<file path="config.mk">
export PLATFORM = sky130hd
export DESIGN_NAME = fir_mac_sched
export DESIGN_NICKNAME = d
export VERILOG_FILES = /design/src/rtl/fir_pkg.sv /design/src/rtl/fir_tap_ctr.sv /design/src/rtl/fir_mac_sched.sv
export SDC_FILE = /design/constraint.sdc
export NUM_CORES = 1
export LEC_CHECK = 0
export BUFFER_PORTS_ARGS = -buffer_cell sky130_fd_sc_hd__buf_2
export CORE_ASPECT_RATIO = 0.6
export CORE_MARGIN = 2
export CORE_UTILIZATION = 60
export CTS_CLUSTER_DIAMETER = 40
export DETAILED_ROUTE_END_ITERATION = 7
export PLACE_DENSITY = 0.94
export SETUP_SLACK_MARGIN = 0.1
export SYNTH_ARGS = -nofsm -noshare
export SYNTH_HDL_FRONTEND = slang
export SYNTH_HIERARCHICAL = 1
export SYNTH_SLANG_ARGS = --single-unit
</file>
<file path="constraint.sdc">
create_clock -name clk -period 3.7 [get_ports clk]
set_input_delay 0.74 -clock clk [delete_from_list [all_inputs] [get_ports clk]]
set_output_delay 0.74 -clock clk [all_outputs]
set_load 0.01 [all_outputs]
</file>
<file path="src/rtl/fir_pkg.sv">
// fir_pkg: shared constants, state encoding and mod-NTAPS helpers for the FIR sequencer
package fir_pkg;
  localparam int NTAPS = 15;
  localparam int AW = 4;
  localparam int MAC_LAT = 3;
  typedef enum logic [2:0] {INIT, IDLE, LOAD, RUN, DRAIN, EMIT} state_t;
  typedef struct packed {
    logic samp_read;
    logic dly_wr_en;
    logic dly_zero;
    logic [AW-1:0] dly_wr_addr;
    logic [AW-1:0] tap_addr;
    logic [AW-1:0] coef_rd_addr;
    logic mac_en;
    logic mac_clr;
    logic mac_last;
    logic push_out;
    logic busy;
  } seq_t;
  function automatic logic [AW-1:0] inc_mod(input logic [AW-1:0] a);
    return (a == AW'(NTAPS - 1)) ? '0 : a + 1'b1;
  endfunction
  function automatic logic [AW-1:0] dec_mod(input logic [AW-1:0] a);
    return (a == '0) ? AW'(NTAPS - 1) : a - 1'b1;
  endfunction
endpackage

</file>
<file path="src/rtl/fir_tap_ctr.sv">
// fir_tap_ctr: mod-NTAPS up-counter with load, enable and terminal-count flag
module fir_tap_ctr import fir_pkg::*; (
  input  logic          clk,
  input  logic          reset,
  input  logic          ld,
  input  logic          en,
  input  logic [AW-1:0] d,
  output logic [AW-1:0] cnt,
  output logic          tc
);
  assign tc = cnt == AW'(NTAPS - 1);
  always_ff @(posedge clk)
    if (!reset) cnt <= '0;
    else if (ld) cnt <= d;
    else if (en) cnt <= inc_mod(cnt);
endmodule

</file>
<file path="src/rtl/fir_mac_sched.sv">
// fir_mac_sched: time-shares one complex MAC over NTAPS taps per sample and owns the double-buffered coefficient bank
module fir_mac_sched import fir_pkg::*; (
  input  logic          clk,
  input  logic          reset,
  input  logic          samp_valid,
  output logic          samp_read,
  output logic          dly_wr_en,
  output logic          dly_zero,
  output logic [AW-1:0] dly_wr_addr,
  output logic [AW-1:0] tap_addr,
  output logic [AW-1:0] coef_rd_addr,
  output logic          coef_rd_bank,
  output logic          mac_en,
  output logic          mac_clr,
  output logic          mac_last,
  input  logic          push_coef,
  input  logic [4:0]    coef_addr,
  output logic          coef_wr_en,
  output logic [AW-1:0] coef_wr_addr,
  output logic          coef_wr_bank,
  output logic          coef_addr_err,
  input  logic          out_stall,
  output logic          push_out,
  output logic          busy
);
  state_t state, ns;
  seq_t o, n;
  logic go, ld, en, tc, run, swap, ab, ab_n, wr_ok;
  logic [AW-1:0] cnt, d, head, k_n;
  logic [NTAPS-1:0] wr_mask;
  fir_tap_ctr u_ctr (.clk(clk), .reset(reset), .ld(ld), .en(en), .d(d), .cnt(cnt), .tc(tc));
  assign {samp_read, dly_wr_en, dly_zero, dly_wr_addr, tap_addr, coef_rd_addr,
          mac_en, mac_clr, mac_last, push_out, busy} = o;
  assign swap = state == LOAD && &wr_mask;
  assign ab_n = ab ^ swap;
  assign wr_ok = push_coef && coef_addr < 5'(NTAPS);
  // go holds the INIT walk for the one cycle right after reset so it starts at address 0
  always_comb begin
    ns = state;
    ld = 1'b0;
    en = 1'b0;
    d = '0;
    case (state)
      INIT: begin ns = (go && tc) ? IDLE : INIT; en = go && !tc; end
      IDLE: ns = samp_valid ? LOAD : IDLE;
      LOAD: begin ns = RUN; ld = 1'b1; end
      RUN: begin ns = tc ? DRAIN : RUN; ld = tc; en = !tc; d = tc ? AW'(NTAPS - MAC_LAT) : '0; end
      DRAIN: begin ns = tc ? EMIT : DRAIN; en = !tc; end
      EMIT: ns = !o.push_out ? EMIT : samp_valid ? LOAD : IDLE;
      default: ns = INIT;
    endcase
  end
  // outputs are precomputed from the next state so every port is a flop
  always_comb begin
    run = ns == RUN;
    k_n = (state == LOAD) ? '0 : inc_mod(cnt);
    n = '0;
    n.samp_read = ns == LOAD;
    n.dly_wr_en = ns == LOAD || ns == INIT;
    n.dly_zero = ns == INIT;
    n.dly_wr_addr = (ns == LOAD) ? head : (ns == INIT && go) ? inc_mod(cnt) : '0;
    n.tap_addr = !run ? '0 : (state == LOAD) ? head : dec_mod(o.tap_addr);
    n.coef_rd_addr = run ? k_n : '0;
    n.mac_en = run;
    n.mac_clr = run && state == LOAD;
    n.mac_last = run && k_n == AW'(NTAPS - 1);
    n.push_out = ns == EMIT && !out_stall;
    n.busy = ns != IDLE;
  end
  always_ff @(posedge clk)
    if (!reset) begin
      state <= INIT;
      go <= 1'b0;
      o <= '0;
      head <= '0;
      ab <= 1'b0;
      wr_mask <= '0;
      coef_rd_bank <= 1'b0;
      coef_wr_en <= 1'b0;
      coef_wr_addr <= '0;
      coef_wr_bank <= 1'b0;
      coef_addr_err <= 1'b0;
    end else begin
      state <= ns;
      go <= 1'b1;
      o <= n;
      if (state == RUN && tc) head <= inc_mod(head);
      ab <= ab_n;
      wr_mask <= (swap ? '0 : wr_mask) | (NTAPS'(wr_ok) << coef_addr);
      coef_rd_bank <= ab_n;
      coef_wr_en <= wr_ok;
      coef_wr_addr <= wr_ok ? coef_addr[AW-1:0] : '0;
      coef_wr_bank <= wr_ok & ~ab_n;
      coef_addr_err <= push_coef & ~wr_ok;
    end
endmodule

</file>
# Word level (Yosys, flattened, before mapping)
# Cells that the tools add are included.
dict set report totals {
  ff_bits 55
  input_bits 10
  output_inout_bits 28
  elab_cells 85
}
dict set report classes {
  add_sub_neg 3
  order_cmp 1
  n_eq_ne 12
  shift 1
  mux 21
  bitwise_logic 6
  reduce_logical 20
}
# cell count
set ops {}
lappend ops {{4-bit 2-to-1 mux} 11}
lappend ops {{3-bit one-hot mux with 6 select lines} 1}
lappend ops {{15-bit 2-to-1 mux} 1}
lappend ops {{15-bit bitwise OR} 1}
lappend ops {{15-bit AND reduction} 1}
lappend ops {{1-bit by 5-bit << shifter with 15-bit output} 1}
lappend ops {{3-bit by 2-bit equality test with 1-bit output (second input constant)} 4}
lappend ops {{4-bit equality test (second input constant)} 3}
lappend ops {{3-bit equality test (second input constant)} 3}
lappend ops {{1-bit logical AND} 9}
lappend ops {{4-bit by 1-bit adder with 4-bit output (second input constant)} 2}
lappend ops {{3-bit logical NOT} 2}
lappend ops {{3-bit 2-to-1 mux} 2}
lappend ops {{5-bit by 4-bit less-than comparator with 1-bit output (second input constant)} 1}
lappend ops {{4-bit logical NOT} 1}
lappend ops {{1-bit one-hot mux with 2 select lines} 2}
lappend ops {{2-bit AND reduction} 2}
lappend ops {{4-bit by 1-bit subtractor with 4-bit output (second input constant)} 1}
lappend ops {{3-bit by 1-bit equality test with 1-bit output (second input constant)} 1}
lappend ops {{1-bit 2-to-1 mux} 3}
lappend ops {{3-bit by 1-bit != test with 1-bit output (second input constant)} 1}
lappend ops {{1-bit AND} 2}
lappend ops {{1-bit logical NOT} 2}
lappend ops {{2-bit 2-to-1 mux} 1}
lappend ops {{5 further kinds} 6}

# Depth between registers and ports, before layout
dict set report logic_depth {
  word_depth 8
  depth_mapped 7
  ltp_nobuf 6
}

# By module
# Netlist, hierarchy kept.
# mod n_inst cells_per_inst area_per_inst_um2 seq_area_each_um2
set modules_own_cells {}
lappend modules_own_cells {fir_mac_sched 1 229 2168.3 1021.0}
lappend modules_own_cells {fir_tap_ctr 1 25 211.5 80.1}

# Worst setup path before layout
# No wires, ideal clock.
dict set report synth_timing {
  path_type {input-to-reg}
  startpoint {input port samp_valid}
  endpoint {register o (netlist bit tap_addr[1])}
  setup_ns 0.086
  arrival_time_ns 1.751
  required_time_ns 3.614
  path_slack_ns 1.864
  stages 5
  path_buffers 1
  cell_sequence {nor4bb_1 > a211o_1 > o211ai_1 > buf_2 > a211oi_1}
}
dict set report synth_via {
  elab_chain_cells 5
}
# element line
set synth_rtl {}
lappend synth_rtl {{start, declared} fir_mac_sched.sv:5} ;# input logic samp_valid,
lappend synth_rtl {{2-bit 2-to-1 mux (*)} {fir_mac_sched.sv:45, fir_mac_sched.sv:49}}
lappend synth_rtl {{3-bit 2-to-1 mux} fir_mac_sched.sv:49} ;# EMIT: ns = !o.push_out ? EMIT : samp_valid ? LOAD : IDLE;
lappend synth_rtl {{3-bit one-hot mux with 6 select lines (*)} fir_mac_sched.sv:43} ;# case (state)
lappend synth_rtl {{3-bit by 2-bit equality test with 1-bit output (*)} fir_mac_sched.sv:55} ;# run = ns == RUN;
lappend synth_rtl {{2-bit AND reduction (no source line) (*)} -}
lappend synth_rtl {{end signal, assigned} fir_mac_sched.sv:86} ;# o <= n;
lappend synth_rtl {{end, declared} fir_mac_sched.sv:27} ;# seq_t o, n;
# Every way passes the cells marked *; elsewhere a longest branch is shown, timed or not.
# A chain may end at the register's enable or synchronous reset.

# Worst setup path after layout
dict set report layout_timing {
  startpoint {register u_ctr.cnt[2]}
  endpoint {register o (netlist bit coef_rd_addr[1])}
}
dict set report layout_via {
  elab_chain_cells 6
  word_cells_on_any_way 10
  classes_between {eq/ne (2); mux (6); reduce/logical (2)}
}
# element line
set layout_rtl {}
lappend layout_rtl {{start, declared} fir_tap_ctr.sv:8} ;# output logic [AW-1:0] cnt,
lappend layout_rtl {{start signal, assigned} fir_tap_ctr.sv:15} ;# else if (en) cnt <= inc_mod(cnt);
lappend layout_rtl {{4-bit equality test (*)} fir_tap_ctr.sv:11} ;# assign tc = cnt == AW'(NTAPS - 1);
lappend layout_rtl {{net tc} fir_mac_sched.sv:28} ;# logic go, ld, en, tc, run, swap, ab, ab_n, wr_ok;
lappend layout_rtl {{1-bit logical AND} fir_mac_sched.sv:44} ;# INIT: begin ns = (go && tc) ? IDLE : INIT; en = go && !tc; end
lappend layout_rtl {{1-bit 2-to-1 mux} fir_mac_sched.sv:44}
lappend layout_rtl {{3-bit one-hot mux with 6 select lines} fir_mac_sched.sv:43}
lappend layout_rtl {{3-bit by 2-bit equality test with 1-bit output} fir_mac_sched.sv:55}
lappend layout_rtl {{2-bit AND reduction (no source line)} -}
# The timed path passes the listed nets; every way through them passes the cells marked *.

==> impl_results.md <==
* Internal power at roughly 0.80 mW
* Critical Path RT at slightly below 4 ns
* Synth Cell Area at between 2000 and 2500 µm²
* YS warnings at 6
* Clock root buffer master: clkbuf_8
* Setup bufs post-CTS at 0
* Flop pwr share at 0.594
* Top cells by count, synth: 55 x dfxtp_1, 21 x nand2_1, 13 x nor3_1, 12 x inv_1, 11 x nor2_1
* RSZ-0062 raised after global routing: false
* Clock Latency Late Sink at 0.31 ns
* CTS tree: done
* Top-count cell post-synth: dfxtp_1
* Vias in the first global route at 1759
* Total track usage at 0.258
* Sw Pwr at 0.230 mW
* Post-synthesis sequential area ratio at 0.463
* Fin crit share at 0.631
* Seq cells post-synth at between 50 and 60
* H-tree depth at 2
* Final setup fails at 0
* Post-Place Worst Slack at 1.40 ns
* Count of cell types in the netlist at a little over 60
* Switching share of total power at 0.224
* Clk sinks at between 50 and 60
* Clock transition at path regs at approximately 0.09 ns
* Total CTS buffers at 5
* Routed WL per cell at approximately 16 µm
* First-pass GRT wire length at ~8700 µm
* Design area at roughly 2700 µm²
* Fraction of layout cells with a size suffix above 1 at 0.194
* Final Hold Fails at 0
* Grt total ovfl at 0
* Via count at just over 2k
* Area of the core at 3740 µm²
* HP Class: register to register
* Post-route setup slack at between 1 and 1.5 ns
* Post-cts gate resize count at 0
* Area share of the largest cell type after synthesis at 0.463
* I/O pins at 38
* Asr flop ratio synth at 0
* Die W at roughly 85 µm
* Area contributors post-synth: dfxtp_1 46%, nand2_1 3.3%, o2bb2ai_1 2.9%
* Final Power at just over 1 mW
* Total wire length at 5400 µm
* Vert. Die Dim at 52.8 µm
* Layout Skew at 0.00291 ns
* Dpl hpwl at about 3800 µm
* Fmax at approximately 430 MHz
* Status: finished clean
* Slew Limit Headroom at 0.446
* Top FF cell, synth: dfxtp_1
* Antenna cells at 0
* Worst Max-Slew Pin Slew at around 0.83 ns
* Port Buf Inserts at 37
* Cts hold-fix bufs at 0
* Avg Cell Area, Syn at 9.37 µm²
* Min Clock Period, post-route at ~2.3 ns
* Max cap viols at 0
* # rows at 17
* Placed Instance Area at 2550 µm²
* Static leakage at 1.14 nW
* Post-route ant nets at 0
* Critical path class: register to register
* Drc violations at 0
* CP max FO at 12
* Max Slew Vio Count at 0
* GPL Wtd Cong at 0.897
* Initial antenna violation count at 0
* Yosys top cell by area: dfxtp_1
* Comb power frac at 0.058
* Clock power share at 0.348
* Clock Path Buffers at 2
* Power Dens Cells at ~390 nW/µm²
* VDD IR-drop max at 0.247 mV
* Setup TNS at 0 ns
* Area delta synth->final at 11.5%
* Total die area at 4500 µm²
* Critical path launch point type: register
* Initial Util at 0.636
* Gate Count Post-Synth at roughly 250
* TritonRoute pass-1 iters at 4
* Fin nets at 300
* Worst path arrival time at roughly 2.5 ns
* Largest net degree at the start of global routing at 35
* Crit end category: register
* Post-DR vias/cell at between 6 and 7
* 1st-iter DRT viols at ~290
* Post-synth EDFFs at 0
[cell usage in the layout (no fill, tap or decap), drive strengths merged, types with 5 or more instances in the layout]
cell,n
a21oi,10
buf,37
clkbuf,8
dfxtp,55
inv,12
nand2,22
nand2b,6
nand3,6
nand4,5
nor2,11
nor2b,10
nor3,14
o21ai,10
o2bb2ai,8
[worst paths after layout]
check	endpoint	cells after the start	slack, ns	startpoint
setup reg to reg	coef_rd_addr[1]$_SDFF_PN0_	5	1.37	u_ctr/cnt[2]$_SDFFE_PN0P_
hold reg to reg	wr_mask[11]$_SDFF_PN0_	1	0.47	wr_mask[11]$_SDFF_PN0_
hold / removal	wr_mask[11]$_SDFF_PN0_	1	0.47	wr_mask[11]$_SDFF_PN0_
setup / recovery	coef_rd_addr[1]$_SDFF_PN0_	5	1.37	u_ctr/cnt[2]$_SDFFE_PN0P_
[sequential cells by signal (all words and copies together), names as in the netlist, 3 cells and up]
| signal | count |
|---|---|
| coef_rd_addr | 4 |
| coef_wr_addr | 4 |
| dly_wr_addr | 4 |
| head | 4 |
| state | 3 |
| tap_addr | 4 |
| u_ctr/cnt | 4 |
| wr_mask | 15 |
[layer usage]
layer	up-vias	share of wire	GRT usage
li1	992	-	-
met1	944	0.48	0.370
met2	109	0.39	0.362
met3	7	0.11	0.0772
met4	0	0.018	0.101
met5	-	0	0
[metrics by stage]
step | std cells | hold WS (ns) | utilization
floorplan | 255 | 0.432 | -
global placement | 327 | 0.448 | 0.682
detailed placement | 327 | 0.446 | 0.682
CTS | 335 | 0.472 | 0.709
global route | 335 | 0.487 | 0.709
finish | 335 | 0.470 | 0.709
[kinds of logic after synthesis]
kind of cell / share of synthesized area
xor+xnor: 0.00736
buf+inv: 0.0499
simple gates: 0.238
mux: 0.0126
fa+ha+maj: 0.0158
other cells: 0.00158
flops: 0.463
compound gates: 0.212
[critical path, stage by stage, from the launching register on]
cell and delay (ns):
dfxtp_1 0.56, and4b_1 0.37, nand2_1 0.14, o211a_1 0.22
o211ai_1 0.70, nor3_1 0.18
[final cells by class]
type	instances	area, µm²
inverter	12	45.0
tap	47	58.8
multi-input combinational	176	1160
fill	294	1090
clock buffer	8	100
timing repair buffer	37	185
sequential	55	1100
[power groups by stage]
stage	Sequential, mW	Combinational, mW	Clock, mW
after floorplan	0.624	0.0340	0
after global placement	0.622	0.0560	0
after detailed placement	0.622	0.0573	0
after CTS	0.609	0.0578	0.359
after global routing	0.611	0.0647	0.383
final	0.609	0.0593	0.357
No activity file was read; power rests on OpenSTA's default activity.
